==> src/rtl/fetch_seq_ctrl.sv <==
// rtl/fetch_seq_ctrl.sv - instruction fetch sequencer with redirect arbitration; FETCH_ADEF_EN adds misaligned-PC adef reporting
module fetch_seq_ctrl #(
  parameter logic [31:0] RESET_PC = 32'h1C000000,
  parameter logic [31:0] PC_STEP  = 32'd4,
`ifdef FETCH_ADEF_EN
  localparam int BUS_W = 65
`else
  localparam int BUS_W = 64
`endif
) (
  input  logic             clk,
  input  logic             reset,
  input  logic             excp_flush,
  input  logic [31:0]      eentry,
  input  logic             ertn_flush,
  input  logic [31:0]      era,
  input  logic             br_taken,
  input  logic [31:0]      br_target,
  output logic             inst_req,
  output logic [31:0]      inst_addr,
  input  logic             inst_addr_ok,
  input  logic             inst_data_ok,
  input  logic [31:0]      inst_rdata,
  output logic             out_valid,
  input  logic             out_ready,
  output logic [BUS_W-1:0] out_bus
);

  typedef enum logic [1:0] {S_REQ, S_WAIT, S_HOLD} state_t;

  state_t           r_state, w_state_nxt;
  logic [31:0]      r_pc, w_pc_nxt;
  logic             r_cancel, w_cancel_nxt;
  logic [BUS_W-1:0] r_bus, w_bus_nxt;
  logic             r_run;
  logic             w_redir;
  logic [31:0]      w_tgt;
  logic             w_adef;
  logic             w_hold_adef;
  logic             w_req;

  assign w_redir = excp_flush | ertn_flush | br_taken;
  assign w_tgt   = excp_flush ? eentry : (ertn_flush ? era : br_target);

`ifdef FETCH_ADEF_EN
  assign w_adef      = (r_pc[1:0] != 2'b00);
  assign w_hold_adef = r_bus[BUS_W-1];
`else
  assign w_adef      = 1'b0;
  assign w_hold_adef = 1'b0;
`endif

  // r_run delays the first request by one cycle after reset release
  assign w_req     = r_run & (r_state == S_REQ) & ~w_adef;
  assign inst_req  = w_req;
  assign inst_addr = r_pc;
  assign out_valid = (r_state == S_HOLD);
  assign out_bus   = r_bus;

  always_comb begin
    w_state_nxt  = r_state;
    w_pc_nxt     = r_pc;
    w_cancel_nxt = r_cancel;
    w_bus_nxt    = r_bus;
    case (r_state)
      S_REQ: begin
        if (w_req && inst_addr_ok) begin
          w_state_nxt = S_WAIT;
          if (w_redir) begin
            w_pc_nxt     = w_tgt;
            w_cancel_nxt = 1'b1;
          end
        end else if (w_redir) begin
          w_pc_nxt = w_tgt;
        end else if (w_adef && r_run) begin
          w_state_nxt = S_HOLD;
`ifdef FETCH_ADEF_EN
          w_bus_nxt   = {1'b1, r_pc, 32'h0};
`endif
        end
      end
      S_WAIT: begin
        if (inst_data_ok) begin
          if (r_cancel || w_redir) begin
            // stale or just-redirected response: drop it and refetch
            w_state_nxt  = S_REQ;
            w_cancel_nxt = 1'b0;
            if (w_redir) w_pc_nxt = w_tgt;
          end else begin
            w_state_nxt = S_HOLD;
            w_bus_nxt   = BUS_W'({r_pc, inst_rdata});
          end
        end else if (w_redir) begin
          w_pc_nxt     = w_tgt;
          w_cancel_nxt = 1'b1;
        end
      end
      S_HOLD: begin
        if (w_redir) begin
          w_state_nxt = S_REQ;
          w_pc_nxt    = w_tgt;
        end else if (out_ready) begin
          w_state_nxt = S_REQ;
          if (!w_hold_adef) w_pc_nxt = r_pc + PC_STEP;
        end
      end
      default: w_state_nxt = S_REQ;
    endcase
  end

  always_ff @(posedge clk or negedge reset) begin
    if (!reset) begin
      r_state  <= S_REQ;
      r_pc     <= RESET_PC;
      r_cancel <= 1'b0;
      r_bus    <= '0;
      r_run    <= 1'b0;
    end else begin
      r_state  <= w_state_nxt;
      r_pc     <= w_pc_nxt;
      r_cancel <= w_cancel_nxt;
      r_bus    <= w_bus_nxt;
      r_run    <= 1'b1;
    end
  end

endmodule

==> config.mk <==
export PLATFORM = sky130hd
export DESIGN_NAME = fetch_seq_ctrl
export DESIGN_NICKNAME = d
export VERILOG_FILES = /design/src/rtl/fetch_seq_ctrl.sv
export SDC_FILE = /design/constraint.sdc
export NUM_CORES = 1
export LEC_CHECK = 0
export ABC_CLOCK_PERIOD_IN_PS = 4000
export BUFFER_PORTS_ARGS = -buffer_cell sky130_fd_sc_hd__buf_4
export CORE_ASPECT_RATIO = 0.6
export CORE_MARGIN = 4
export CORE_UTILIZATION = 45
export CTS_CLUSTER_DIAMETER = 100
export DETAILED_ROUTE_END_ITERATION = 7
export GPL_TIMING_DRIVEN = 0
export PLACE_DENSITY = 0.86
export REMOVE_ABC_BUFFERS = 1
export SYNTH_ARGS = -nofsm -noshare
export SYNTH_HDL_FRONTEND = slang
export SYNTH_SLANG_ARGS = --single-unit
export TNS_END_PERCENT = 50
==> constraint.sdc <==
create_clock -name clk -period 4 [get_ports clk]
set_input_delay 0.2 -clock clk [delete_from_list [all_inputs] [get_ports clk]]
set_output_delay 0.2 -clock clk [all_outputs]
set_load 0.01 [all_outputs]
# Word level (Yosys, flattened, before mapping)
# Cells that the tools add are included.
[totals]
reg_bits = 100
latchBits = 0
ramBits = 0
romBits = 0
in_bits = 136
output_inout_bits = 98
word_cells = 44
n_memories = 0
[op_classes]
add_sub_neg = 1
multipliers = 0
div_mod_pow = 0
order_cmp = 0
eq_ne = 6
n_shift = 0
mux = 19
bitwise_logic = 4
reduce_logical = 9
[ops]
columns = ["op", "n"]
rows = [
  ["two-way mux 32 bit", 7],
  ["case mux 32 bit (3 select lines)", 1],
  ["adder 32 x 3 -> 32 bit, second input constant", 1],
  ["AND reduction 3 bit", 4],
  ["two-way mux 2 bit", 5],
  ["case mux 2 bit (3 select lines)", 1],
  ["two-way mux 1 bit", 4],
  ["!= test 3 x 1 -> 1 bit, second input constant", 1],
  ["!= test 3 bit, second input constant", 1],
  ["nonzero test 3 bit", 1],
  ["== test 2 x 1 -> 1 bit, second input constant", 1],
  ["== test 2 bit, second input constant", 1],
  ["logical NOT 2 bit", 1],
  ["!= test 2 x 1 -> 1 bit, second input constant", 1],
  ["!= test 2 bit, second input constant", 1],
  ["bitwise OR 1 bit", 2],
  ["case mux 1 bit (2 select lines)", 1],
  ["nonzero test 2 bit", 1],
  ["AND 1 bit", 1],
  ["logical AND 1 bit", 1],
  ["logical OR 1 bit", 1],
  ["NOT 1 bit", 1],
]

# Logic depth before layout (Yosys ltp)
# Gate-level depths: netlist of run 1.
[depth]
depth_word = 6
depth_mapped = 8
mapped_depth_nobuf = 6

# Worst setup path after synthesis of run 1
# OpenSTA, ideal clock, no wires.
[synth_timing]
path_type = "flip-flop to flip-flop"
startpoint = "register r_pc[2], in the netlist inst_addr[2]"
endpoint = "register r_pc[28], in the netlist inst_addr[28]"
setup_ps = 66
arrival_ps = 1911
required_ps = 3934
path_slack_ps = 2023
path_stages_with_launch = 7
n_path_buf = 0
period_less_slack_ps = 1977
path_cell_list = "dfrtp_1 ha_1 nand4_1 nor4_4 nand4_1 or4_1 nand4_1"
[synth_via]
elab_chain_cells = 4
[synth_rtl]
columns = ["element", "line_no", "source"]
rows = [
  ["from (decl)", "32", "logic [31:0] r_pc, w_pc_nxt;"],
  ["from (signal assigned)", "120", "r_pc <= w_pc_nxt;"],
  ["adder 32 x 3 -> 32 bit", "104", "if (!w_hold_adef) w_pc_nxt = r_pc + PC_STEP;"],
  ["two-way mux 32 bit", "102", "end else if (out_ready) begin"],
  ["two-way mux 32 bit", "99", "if (w_redir) begin"],
  ["case mux 32 bit (3 select lines)", "65", "case (r_state)"],
]
# Every way passes these cells. The select of a mux whose other input is x is not followed.
# A chain may end at the register's enable or synchronous reset.

# Final worst setup path of run 1
[layout_timing]
startpoint = "register r_pc[3], in the netlist inst_addr[3]"
endpoint = "register r_pc[22], in the netlist inst_addr[22]"
# Same word-level chain as after synthesis.

==> flow_summary.toml, run 1 <==
[detailed_routing]
remaining_drc_errors = 0
routed_via_density = 5.596
ant_nets = 0
vias = 4902
drtIter0Drc = 209
routedWlPerCell_um = 18.55
routed_wl_um = 16250
dr.pass1.iters = 6

[timing]
drv_slew = 0
skew_ns = 0.01130
finalCriticalPeriod_ns = 2.577
min_period_over_period_pct = 64.42
fmax_mhz = 388.1
tns_ns = 0
finalSetupViolCount = 0
hold_viol = 0
maxSlewHeadroom_pct = 14.16
grt_setup_unrepaired = "false"
worstMarginPinSlew_ns = 1.284
timing.hold.ws_ns = 0.08703

[cells_and_area]
mostFrequentLayoutCells = "buf_4, dfrtp_1, mux2_2"
area_growth_pct = 39.82
nets = 849
layout_commonest_cell = "buf_4"
antennaDiodeCount = 0
final_area_um2 = 7385
drive_gt1_share_pct = 46.51

[clock_tree]
cts_setup_buffers = 0
cts_hold_buf = 0
cts_tree = "done"
cts_resized = 0
cts_root_buffer = "clkbuf_16"
numCtsBuffers = 9
clock-sinks = 100
cts_buffer_depth = 2
htreeDepth = 3
cts.reportedPaths.clkPinSlew_ns = 0.07
clk_latency_ns = 0.34

[synth]
syn_inst = 500
synth_cell_types = 50
synth_edf_count = 0
ys.flop_type = "dfrtp_1"
netlist_area_um2 = 5281
synth_async_sr_flop_share_pct = 100.0
ys_ff_latch = 100
postSynthAreaPerCell_um2 = 10.56
synth-seq-area-share_pct = 47.45
synth_warnings = 0

[placed_design]
port_buffers = 233
globalplace.congestion = 0.7845
dp_hpwl_um = 11690
placed_area_um2 = 7067

[global_route]
grt_pass1_vias = 5082
grt_pass1_wl_um = 25940
grt_usage_pct = 23.74
grt_max_degree = 101
antenna_found_initial = 0
grt_overflow_total = 0

[power]
p_leak_nw = 3.627
power.internal_mw = 2.059
p_sw_mw = 0.8430
peakVddDrop_mv = 0.2180
p_sw_share_pct = 29.05
seq_power_share_pct = 45.1
p_per_area_nw_per_um2 = 392.9
combPwrFrac_pct = 26.6
clkPwrFrac_pct = 28.4
power_mw = 2.902

[floorplanning]
core_um2 = 11370
start_util_pct = 46.44
boundaryPins = 234
fp-row-count = 30
die-area_um2 = 13590
die_h_um = 91.92
die_w_um = 147.9

[setup_path]
critPathMaxStageDelay_ns = 0.49
start_kind = "flop"
worstSetupPathType = "reg2reg"
path_delay_family = "simple AND/OR/NAND/NOR gates"
arrival_ns = 2.79
crit_chain = "ha_1, nand4_1, nor2_1, nand2_1, or3_1, o311ai_0"
required_ns = 4.21
path_buf_inv = 0
worstSetupEndpointType = "flop"
slowest_stage = "nor2_1"
worstPathMaxFanout = 6

[worst_hold_path]
min-delay-path-class = "in2reg"

[job]
cap_violations = 0

[run_status]
outcome = "complete, no violations"
[cells in the mapped netlist, drive strengths merged (2+ instances only)]
library cell	n	area (µm²)
nand2	45	168.9
o311ai	2	17.52
clkbuf	13	50.04
o31ai	4	30.03
nor2	40	150.1
a211oi	10	75.07
or3	6	37.54
nand3	19	107.6
mux2	77	870.8
mux2i	27	270.3
nand4	12	75.07
and3	2	12.51
o211ai	2	15.01
and2	3	18.77
buf	21	120.1
o21ai	22	110.1
o22ai	5	31.28
a211o	2	17.52
nor4	4	55.05
dfrtp	97	2427
dfstp	3	78.83
a2bb2oi	7	61.31
a21oi	28	140.1
inv	4	15.01
nand3b	2	15.01
or4	2	15.01
nor3	13	65.06
a31oi	7	43.79
o22a	6	52.55
[path summary, 6_finish.rpt]
path	from	end	slack (ns)	depth (start not counted)
worst min-delay path	out_ready	r_state[1]	0.09	2
min in group asynchronous	reset	out_bus[56]	0.21	2
worst max register to register	inst_addr[3]	inst_addr[22]	1.42	6
max in group asynchronous	reset	inst_addr[28]	3.11	3
worst max-delay path	inst_addr[3]	inst_addr[22]	1.42	6
worst min register to register	out_bus[62]	out_bus[62]	0.48	2
[routing by layer]
| layer | track usage, % | vias up | routed length, µm |
|---|---|---|---|
| met5 | 0 | - | 0 |
| met4 | 6.303 | 0 | 250 |
| met3 | 7.111 | 23 | 1652 |
| met2 | 38.16 | 260 | 7500 |
| met1 | 31.56 | 2348 | 6848 |
| li1 | - | 2271 | - |
[layout make-up]
class	instances	area [µm²]
Multi-Input combinational cell	362	2596
Tap cell	160	200.2
Inverter	4	15.01
Clock inverter	4	33.78
Fill cell	896	3989
Clock buffer	11	242.7
Sequential cell	100	2506
Timing Repair Buffer	235	1790
[cell families after synthesis]
logic type                 Yosys count  synth area share (%)
muxes                              104                 21.61
DFF                                100                 47.45
other                                1               0.07101
and+or+nand+nor                    153                 14.43
buffers and inverters               38                 3.506
adders and majority gates            1                0.2369
AOI/OAI and AO/OA                  103                 12.70
[sequential cells by signal, summed over array words and instances (netlist names)]
signal,count
inst_addr,32
out_bus,64
r_cancel,1
r_run,1
r_state,2
[power by group through the flow]
| stage | sequential (mW) | combinational (mW) | clock, mW |
|---|---|---|---|
| final | 1.31 | 0.770 | 0.823 |
| after global routing | 1.33 | 0.837 | 0.885 |
| after CTS | 1.31 | 0.776 | 0.845 |
| after detailed placement | 1.32 | 0.775 | 0 |
| after global placement | 1.31 | 0.750 | 0 |
| after floorplan | 1.37 | 0.241 | 0 |
[metrics by stage]
stage	worst slack (ns)	instances	util (%)
after CTS	1.489	874	64.57
after floorplan	1.433	466	-
final	1.423	876	64.93
after global routing	1.220	876	64.93
after global placement	0.4072	859	62.08
after detailed placement	1.275	859	62.13
(Power assumes the default switching activity.)
==> run 2, diff against run 1 <==
Settings changed: ABC_CLOCK_PERIOD_IN_PS 4000 to 2400.
Clock period 4 ns to 2.4 ns, I/O delays scaled along.
==> run 2 against run 1 <==
Net effect: via count increased by 0.98%; clock skew about the same; combinational power increased by 69%; setup slack got worse by 1.3 ns; register-to-register slack got worse by 1.3 ns; routed wire length increased by 1.2%; maximum frequency increased by 11%; sequential share of layout area decreased by 0.39 points.
==> flow_summary.toml, run 2 (same netlist as run 1, synthesis figures left out) <==
[clock_tree]
cts_buffer_depth = 2
cts_tree = "done"
clk_latency_ns = 0.34
cts_root_buffer = "clkbuf_16"
cts.reportedPaths.clkPinSlew_ns = 0.07
numCtsBuffers = 9
clock-sinks = 100
htreeDepth = 3

[setup_path]
timing.rr.end = "inst_addr[22]"
worstSetupPathType = "reg2reg"
slowest_stage = "dfrtp_1"
reg2reg_depth = 6
crit_chain = "ha_1, nand4_1, nor2_4, nand2_1, or3_1, o311ai_0"
regToRegStartpoint = "inst_addr[3]"
critPathMaxStageDelay_ns = 0.45
start_kind = "flop"
required_ns = 2.62
crit_path_start = "inst_addr[3]"
reg2reg_slack_ns = 0.07
worstSetupEndpointType = "flop"
worstPathMaxFanout = 6
arrival_ns = 2.55
crit_path_end = "inst_addr[22]"

[cells_and_area]
area_growth_pct = 41.46
fin_cells = 883
mostFrequentLayoutCells = "buf_4, dfrtp_1, mux2_2"
antennaDiodeCount = 0
nets = 856
drive_gt1_share_pct = 46.75
layout_commonest_cell = "buf_4"
largest_reg_flops = 64

[floorplanning]
core_um2 = 11370
fp-row-count = 30
die-area_um2 = 13590
die_w_um = 147.9
die_h_um = 91.92
start_util_pct = 46.44
boundaryPins = 234

[detailed_routing]
vias = 4950
routed_via_density = 5.606
drtIter0Drc = 261
remaining_drc_errors = 0
routed_wl_um = 16460
dr.pass1.iters = 5
routedWlPerCell_um = 18.64
ant_nets = 0

[timing]
maxSlewHeadroom_pct = 34.32
fmax_mhz = 429.9
finalCriticalPeriod_ns = 2.326
finalSetupViolCount = 0
grt_setup_unrepaired = "true"
drv_slew = 0
min_period_over_period_pct = 96.93
hold_viol = 0
worstMarginPinSlew_ns = 0.9852
skew_ns = 0.01131

[global_route]
antenna_found_initial = 0
grt_max_degree = 101
grt_overflow_total = 0
grt_usage_pct = 24.03
grt_pass1_vias = 5153
grt_pass1_wl_um = 26260

[power]
clkPwrFrac_pct = 28.4
p_sw_mw = 1.421
p_leak_nw = 3.659
p_sw_share_pct = 29.25
seq_power_share_pct = 44.9
p_per_area_nw_per_um2 = 650.3
combPwrFrac_pct = 26.7
power.internal_mw = 3.438
power_mw = 4.858
peakVddDrop_mv = 0.3632

[placed_design]
globalplace.congestion = 0.7845
port_buffers = 233
dp_hpwl_um = 11690
post-place-cells = 859

[job]
cap_violations = 0

[run_status]
outcome = "complete, no violations"

[worst_hold_path]
min-delay-path-class = "in2reg"
==> run 2: worst min path at each step <==
stage	start	to	slack [ns]	cells after the start
finish	inst_rdata[15]	out_bus[15]	0.01	2
global route	inst_rdata[5]	out_bus[5]	0.007	2
CTS	inst_rdata[29]	out_bus[29]	0.0002	2
detailed placement	inst_rdata[17]	out_bus[17]	0.36	2
global placement	out_ready	r_state[1]	0.33	2
floorplan	reset	inst_addr[0]	-0.18	0
==> run 2: repair_timing <==
item	in CTS	in global routing
gates resized for setup	2	4
endpoints found under the setup margin	4	13
hold buffers	6	1
buffers inserted	0	1
pin swaps	1	1
endpoints found under the hold margin	6	97
==> run 2: worst max-delay path: cells and delay by family (launching register included) <==
kind	cells	cell delay (ns)
adders and majority gates	1	0.26
DFF	1	0.45
AOI/OAI and AO/OA	1	0.28
and+or+nand+nor	4	1.21
==> run 2: layer usage <==
layer  part of all wire, %  track usage, %  vias up
met5                     0               0        -
met1                    42           31.62     2387
met3                   9.7           7.457       23
li1                      -               -     2284
met2                    47           38.73      256
met4                   1.4           6.533        0
==> run 2: final cells by class <==
type | instances | area [µm²]
inverters | 4 | 15.01
fillers | 884 | 3902
repair buffers | 242 | 1858
clock buffers | 11 | 242.7
well taps | 160 | 200.2
multi-input cells | 362 | 2615
flip-flops and latches | 100 | 2506
clock inverters | 4 | 33.78
==> run 2: power by group through the flow <==
stage	clock (mW)	combinational, mW	sequential [mW]
CTS	1.41	1.30	2.18
floorplan	0	0.402	2.29
global placement	0	1.25	2.18
global route	1.47	1.41	2.22
finish	1.38	1.30	2.18
detailed placement	0	1.29	2.21
==> run 2: stage by stage <==
step | hold slack [ns] | util (%) | TNS, ns | instance area, µm² | worst slack, ns
2_1_floorplan | -0.1756 | - | -9.956 | 5111 | -0.1665
3_3_place_gp | 0.3349 | 62.08 | -82.21 | 7061 | -1.113
3_5_place_dp | 0.3579 | 62.13 | -1.219 | 7067 | -0.2455
4_1_cts | 0.0001986 | 65.14 | 0 | 7408 | 0.01680
5_1_grt | 0.006615 | 65.69 | -0.1093 | 7471 | -0.1006
6_report | 0.01135 | 65.69 | 0 | 7471 | 0.07372
